**config.mk**
```make
export PLATFORM = sky130hd
export DESIGN_NAME = piso_tx_flat
export DESIGN_NICKNAME = d
export VERILOG_FILES = /design/src/rtl/piso_tx_if.sv /design/src/rtl/piso_tx.sv /design/src/flat_wrapper.sv
export SDC_FILE = /design/constraint.sdc
export NUM_CORES = 1
export LEC_CHECK = 0
export BUFFER_PORTS_ARGS = -buffer_cell sky130_fd_sc_hd__buf_2
export CAP_MARGIN = 15
export CORE_AREA = 2 2 39 41
export CTS_CLUSTER_SIZE = 16
export DETAILED_ROUTE_END_ITERATION = 6
export DIE_AREA = 0 0 41 43
export PLACE_DENSITY = 0.51
export SYNTH_ARGS = -nofsm -noshare
export SYNTH_HDL_FRONTEND = slang
export SYNTH_SLANG_ARGS = --single-unit
```
**constraint.sdc**
```tcl
create_clock -name clk -period 2.6 [get_ports clk]
set_input_delay 0.39 -clock clk [delete_from_list [all_inputs] [get_ports clk]]
set_output_delay 0.39 -clock clk [all_outputs]
set_load 0.005 [all_outputs]
```
**src/rtl/piso_tx_if.sv**
```systemverilog
// Handshake bundle for piso_tx: parallel word in, serial bit stream out.
// Both sides use valid/ready: a transfer happens on a rising clk edge where valid && ready.
interface piso_tx_if #(
  parameter int WIDTH = 4
);
  logic [WIDTH-1:0] in_data;
  logic             in_valid;
  logic             in_ready;
  logic             ser_out;
  logic             ser_valid;
  logic             ser_last;
  logic             ser_ready;
  logic             busy;

  modport slave (
    input  in_data, in_valid, ser_ready,
    output in_ready, ser_out, ser_valid, ser_last, busy
  );

  modport master (
    output in_data, in_valid, ser_ready,
    input  in_ready, ser_out, ser_valid, ser_last, busy
  );
endinterface

```
**src/rtl/piso_tx.sv**
```systemverilog
// Parallel-in serial-out transmitter: takes a WIDTH-bit word and emits it one
// bit per accepted serial beat, MSB or LSB first, with ser_last on the final bit.
module piso_tx #(
  parameter int WIDTH     = 4,
  parameter bit MSB_FIRST = 1'b1
) (
  input  logic     clk,
  input  logic     rst,
  piso_tx_if.slave bus,
  output logic     state_dbg
);

  localparam int CW = (WIDTH > 1) ? $clog2(WIDTH) : 1;

  typedef enum logic {
    IDLE  = 1'b0,
    SHIFT = 1'b1
  } state_t;

  state_t           state, state_nx;
  logic [WIDTH-1:0] shreg, shreg_nx;
  logic [CW-1:0]    cnt, cnt_nx;
  logic             beat;
  logic             last;
  logic             accept;

  assign state_dbg = state;

  // Outputs decode straight from registered state, so ser_out never depends on ser_ready.
  always_comb begin
    bus.ser_valid = (state == SHIFT);
    bus.busy      = (state == SHIFT);
    last          = (state == SHIFT) && (cnt == CW'(WIDTH - 1));
    bus.ser_last  = last;
    bus.ser_out   = MSB_FIRST ? shreg[WIDTH-1] : shreg[0];
    beat          = bus.ser_valid && bus.ser_ready;
    bus.in_ready  = rst && ((state == IDLE) || (beat && last));
    accept        = bus.in_valid && bus.in_ready;
  end

  always_comb begin
    state_nx = state;
    shreg_nx = shreg;
    cnt_nx   = cnt;
    case (state)
      IDLE: begin
        if (accept) begin
          shreg_nx = bus.in_data;
          cnt_nx   = '0;
          state_nx = SHIFT;
        end
      end
      SHIFT: begin
        if (beat) begin
          shreg_nx = MSB_FIRST ? {shreg[WIDTH-2:0], 1'b0} : {1'b0, shreg[WIDTH-1:1]};
          cnt_nx   = cnt + CW'(1);
          // Last beat either chains straight into the next word or returns to IDLE.
          if (last) begin
            if (accept) begin
              shreg_nx = bus.in_data;
              cnt_nx   = '0;
            end else begin
              cnt_nx   = '0;
              state_nx = IDLE;
            end
          end
        end
      end
      default: state_nx = IDLE;
    endcase
  end

  always_ff @(posedge clk or negedge rst) begin
    if (!rst) begin
      state <= IDLE;
      shreg <= '0;
      cnt   <= '0;
    end else begin
      state <= state_nx;
      shreg <= shreg_nx;
      cnt   <= cnt_nx;
    end
  end

endmodule

```
**src/flat_wrapper.sv**
```systemverilog
// flat-port wrapper written by rule: the top's interface ports become plain ports
module piso_tx_flat 
#(
  parameter int WIDTH     = 4,
  parameter bit MSB_FIRST = 1'b1
)
  (clk, rst, state_dbg, bus_in_data, bus_in_valid, bus_ser_ready, bus_in_ready, bus_ser_out, bus_ser_valid, bus_ser_last, bus_busy);
  piso_tx_if #(.WIDTH(WIDTH)) bus_i ();
  input  logic clk;
  input  logic rst;
  output logic state_dbg;
  input wire logic [$bits(bus_i.in_data)-1:0] bus_in_data;
  input wire logic [$bits(bus_i.in_valid)-1:0] bus_in_valid;
  input wire logic [$bits(bus_i.ser_ready)-1:0] bus_ser_ready;
  output wire logic [$bits(bus_i.in_ready)-1:0] bus_in_ready;
  output wire logic [$bits(bus_i.ser_out)-1:0] bus_ser_out;
  output wire logic [$bits(bus_i.ser_valid)-1:0] bus_ser_valid;
  output wire logic [$bits(bus_i.ser_last)-1:0] bus_ser_last;
  output wire logic [$bits(bus_i.busy)-1:0] bus_busy;
  assign bus_i.in_data = bus_in_data;
  assign bus_i.in_valid = bus_in_valid;
  assign bus_i.ser_ready = bus_ser_ready;
  assign bus_in_ready = bus_i.in_ready;
  assign bus_ser_out = bus_i.ser_out;
  assign bus_ser_valid = bus_i.ser_valid;
  assign bus_ser_last = bus_i.ser_last;
  assign bus_busy = bus_i.busy;
  piso_tx #(.WIDTH(WIDTH), .MSB_FIRST(MSB_FIRST)) u_core (.clk(clk), .rst(rst), .bus(bus_i), .state_dbg(state_dbg));
endmodule
```
==> flow_summary.yaml <==
outcome:
  status: "completed"
yosys:
  synth_top_family_by_area: "compound AO/OA/AOI/OAI gates"
  syn_nets: 45
  synth_top_area_frac: 0.4487
  synth-simple-area-share: 0.1410
  synth_compound_area_frac: 0.3173
  synth_mux_area_frac: 0
  synth_adder_area_share: 0.03205
  synth_largest_area_cell: "dfrtp_1"
  avgSynthCellArea_um2: 10.84
  syn_inst: 36
  yosysWarnings: 0
  syn_area_um2: 390.4
  synth-xor-area-share: 0
  yosysSeqAreaShare: 0.4487
  synth.area.top_cells: "dfrtp_1, a32o_1, o22a_1, a21boi_0, a21boi_1"
  ys_ff_latch: 7
  ys_types: 18
cells_and_area:
  final_cells: 67
  final_core_util: 0.3553
  final_cell_area_um2: 491.7
  layout-drive-gt1-share: 0.3529
  fin_nets: 61
  fill_cells: 147
  area_growth_syn_to_layout_pct: 25.96
  diodes: 0
grt:
  grt_pass1_wl_mm: 1.366
  grt-ovfl-total: 0
  grt_max_degree: 17
  antenna_found_initial: 0
  grt_usage: 0.1190
  grt_pass1_vias: 299
floorplanning:
  fp.dieW_um: 41
  die-area_um2: 1763
  initial_core_util: 0.2821
  core_um2: 1384
  std_cell_rows: 14
  die_y_um: 43
  num_io_pins: 14
route:
  ant_nets: 0
  drtIter0Drc: 5
  vias: 338
  drt-pass1-iter-count: 2
  routed_wl_um: 854
  via_per_inst: 5.045
  wl_per_cell_um: 12.75
  drc_errors: 0
clock_network:
  cts_sinks: 7
  cts_buffers: 3
  path_clk_slew_ns: 0.05
  clock_latency_ns: 0.25
  htreeDepth: 1
  cts_buffer_depth: 2
  cts_tree: "yes"
  cts_root_buf: "clkbuf_4"
setup_path:
  crit_path_cell_trace: "dlygate4sd3_1 > buf_2 > a21boi_0 > buf_2"
  crit_family: "buffers and inverters"
  crit_start: "rst"
  crit_type: "input port to primary output"
  max_stage_delay_ns: 0.52
  cp_data_arrival_time_ns: 1.50
  slowest_stage: "dlygate4sd3_1"
  crit_fanout: 11
  crit_top_cell: "buf_2"
  path_buf_inv: 3
  rr_startpoint: "u_core.bus.busy"
  start_kind: "input port"
  worst_setup_path_end_kind: "primary output"
  required_ns: 2.21
placed_design:
  post_dp_cell_area_um2: 455.4
  dp_hpwl_um: 585.6
  place_congestion: 0.6703
  placedCellCount: 62
  io_buffers: 13
timing:
  max_slew_margin: 0.7027
  setup_tns_ns: 0
  finalCritPeriodShare: 0.7258
  clock_skew_ns: 0.0004900
  worst_slew_pin_slew_ns: 0.4459
  hold_viol_final: 0
  min_period_ns: 1.887
  setup_viol: 0
  rsz0062_at_grt: "false"
  max_freq_ghz: 0.5299
  drv_slew: 0
hold_path:
  hold_start: "bus_in_data[0]"
  worstHoldPathType: "input port to flip-flop"
power_and_ir_drop:
  total_power_w: 0.0004868
  p_leak_nw: 0.2345
  ir_worst_vdd_mv: 0.3628
  p_per_area_nw_per_um2: 990.1
run:
  cap_violations: 0
## sequential cells by signal, summed over array words and instances, names as in the netlist
name	count
u_core.shreg	4
u_core.cnt	2
u_core.bus.busy	1
## synthesized netlist by cell type (all sizes together)
master / count
nand4: 1
a32o: 4
dfrtp: 7
ha: 1
nand2: 3
nand3b: 2
a21boi: 4
buf: 3
inv: 1
a22o: 1
and2: 1
nand3: 2
a22oi: 1
o22a: 3
o21ai: 2
## kinds of logic (layout without fill, tap and decap cells)
family / after synthesis / after routing
and+or+nand+nor: 9 / 9
DFF: 7 / 7
adders and majority gates: 1 / 1
AOI/OAI and AO/OA: 15 / 15
buffers and inverters: 4 / 19
## placed cells by master (no fill, tap or decap), drive strengths merged
cell type / instances
buf: 13
dfrtp: 7
a32o: 4
clkbuf: 4
a21boi: 4
nand2: 3
o22a: 3
nand3b: 2
nand3: 2
o21ai: 2
and2: 1
a22o: 1
nand4: 1
a22oi: 1
inv: 1
ha: 1
dlygate4sd3: 1
## metal layers
layer,track usage,vias up,wire [µm]
met2,0.1469,11,360
li1,-,173,-
met1,0.1629,152,430
met3,0.03141,2,55
met5,0,-,0
met4,0.1000,0,8
## final timing paths
kind | endpoint | slack, ns | cells after the start
max in group asynchronous | u_core.shreg[2] | 1.86 | 2
setup / recovery | bus_in_ready | 0.71 | 4
min in group asynchronous | u_core.shreg[3] | 0.54 | 2
hold reg to reg | u_core.cnt[0] | 0.48 | 1
setup reg to reg | u_core.shreg[3] | 1.10 | 3
hold / removal | u_core.shreg[0] | 0.36 | 2
## where the power goes
part	total (W)	switching (W)	internal, W
sequential	0.000207	0.0000483	0.000158
clock	0.0000978	0.0000393	0.0000585
combinational	0.000182	0.0000792	0.000103
## through the flow
step / hold WS, ns / setup WS (ns)
6_report: 0.3607 / 0.7128
5_1_grt: 0.3594 / 0.5844
4_1_cts: 0.3554 / 0.7028
3_5_place_dp: 0.2649 / 1.098
3_3_place_gp: 0.2641 / 1.116
2_1_floorplan: 0.09441 / 1.358
## cell type report
class                           instances  area [µm²]  share of cell area
Inverter                                1       3.754            0.007634
Sequential cell                         7       175.2              0.3562
Tap cell                               16       20.02             0.04071
Clock buffer                            4       26.28             0.05344
Multi-Input combinational cell         25       191.4              0.3893
Timing Repair Buffer                   14       75.07              0.1527
## timing repair
action	CTS	global route
resized for setup	0	0
setup buffers	0	0
hold buffers	1	0
hold endpoints to repair	7	0
Note: power is estimated with default switching activity, not from simulation.
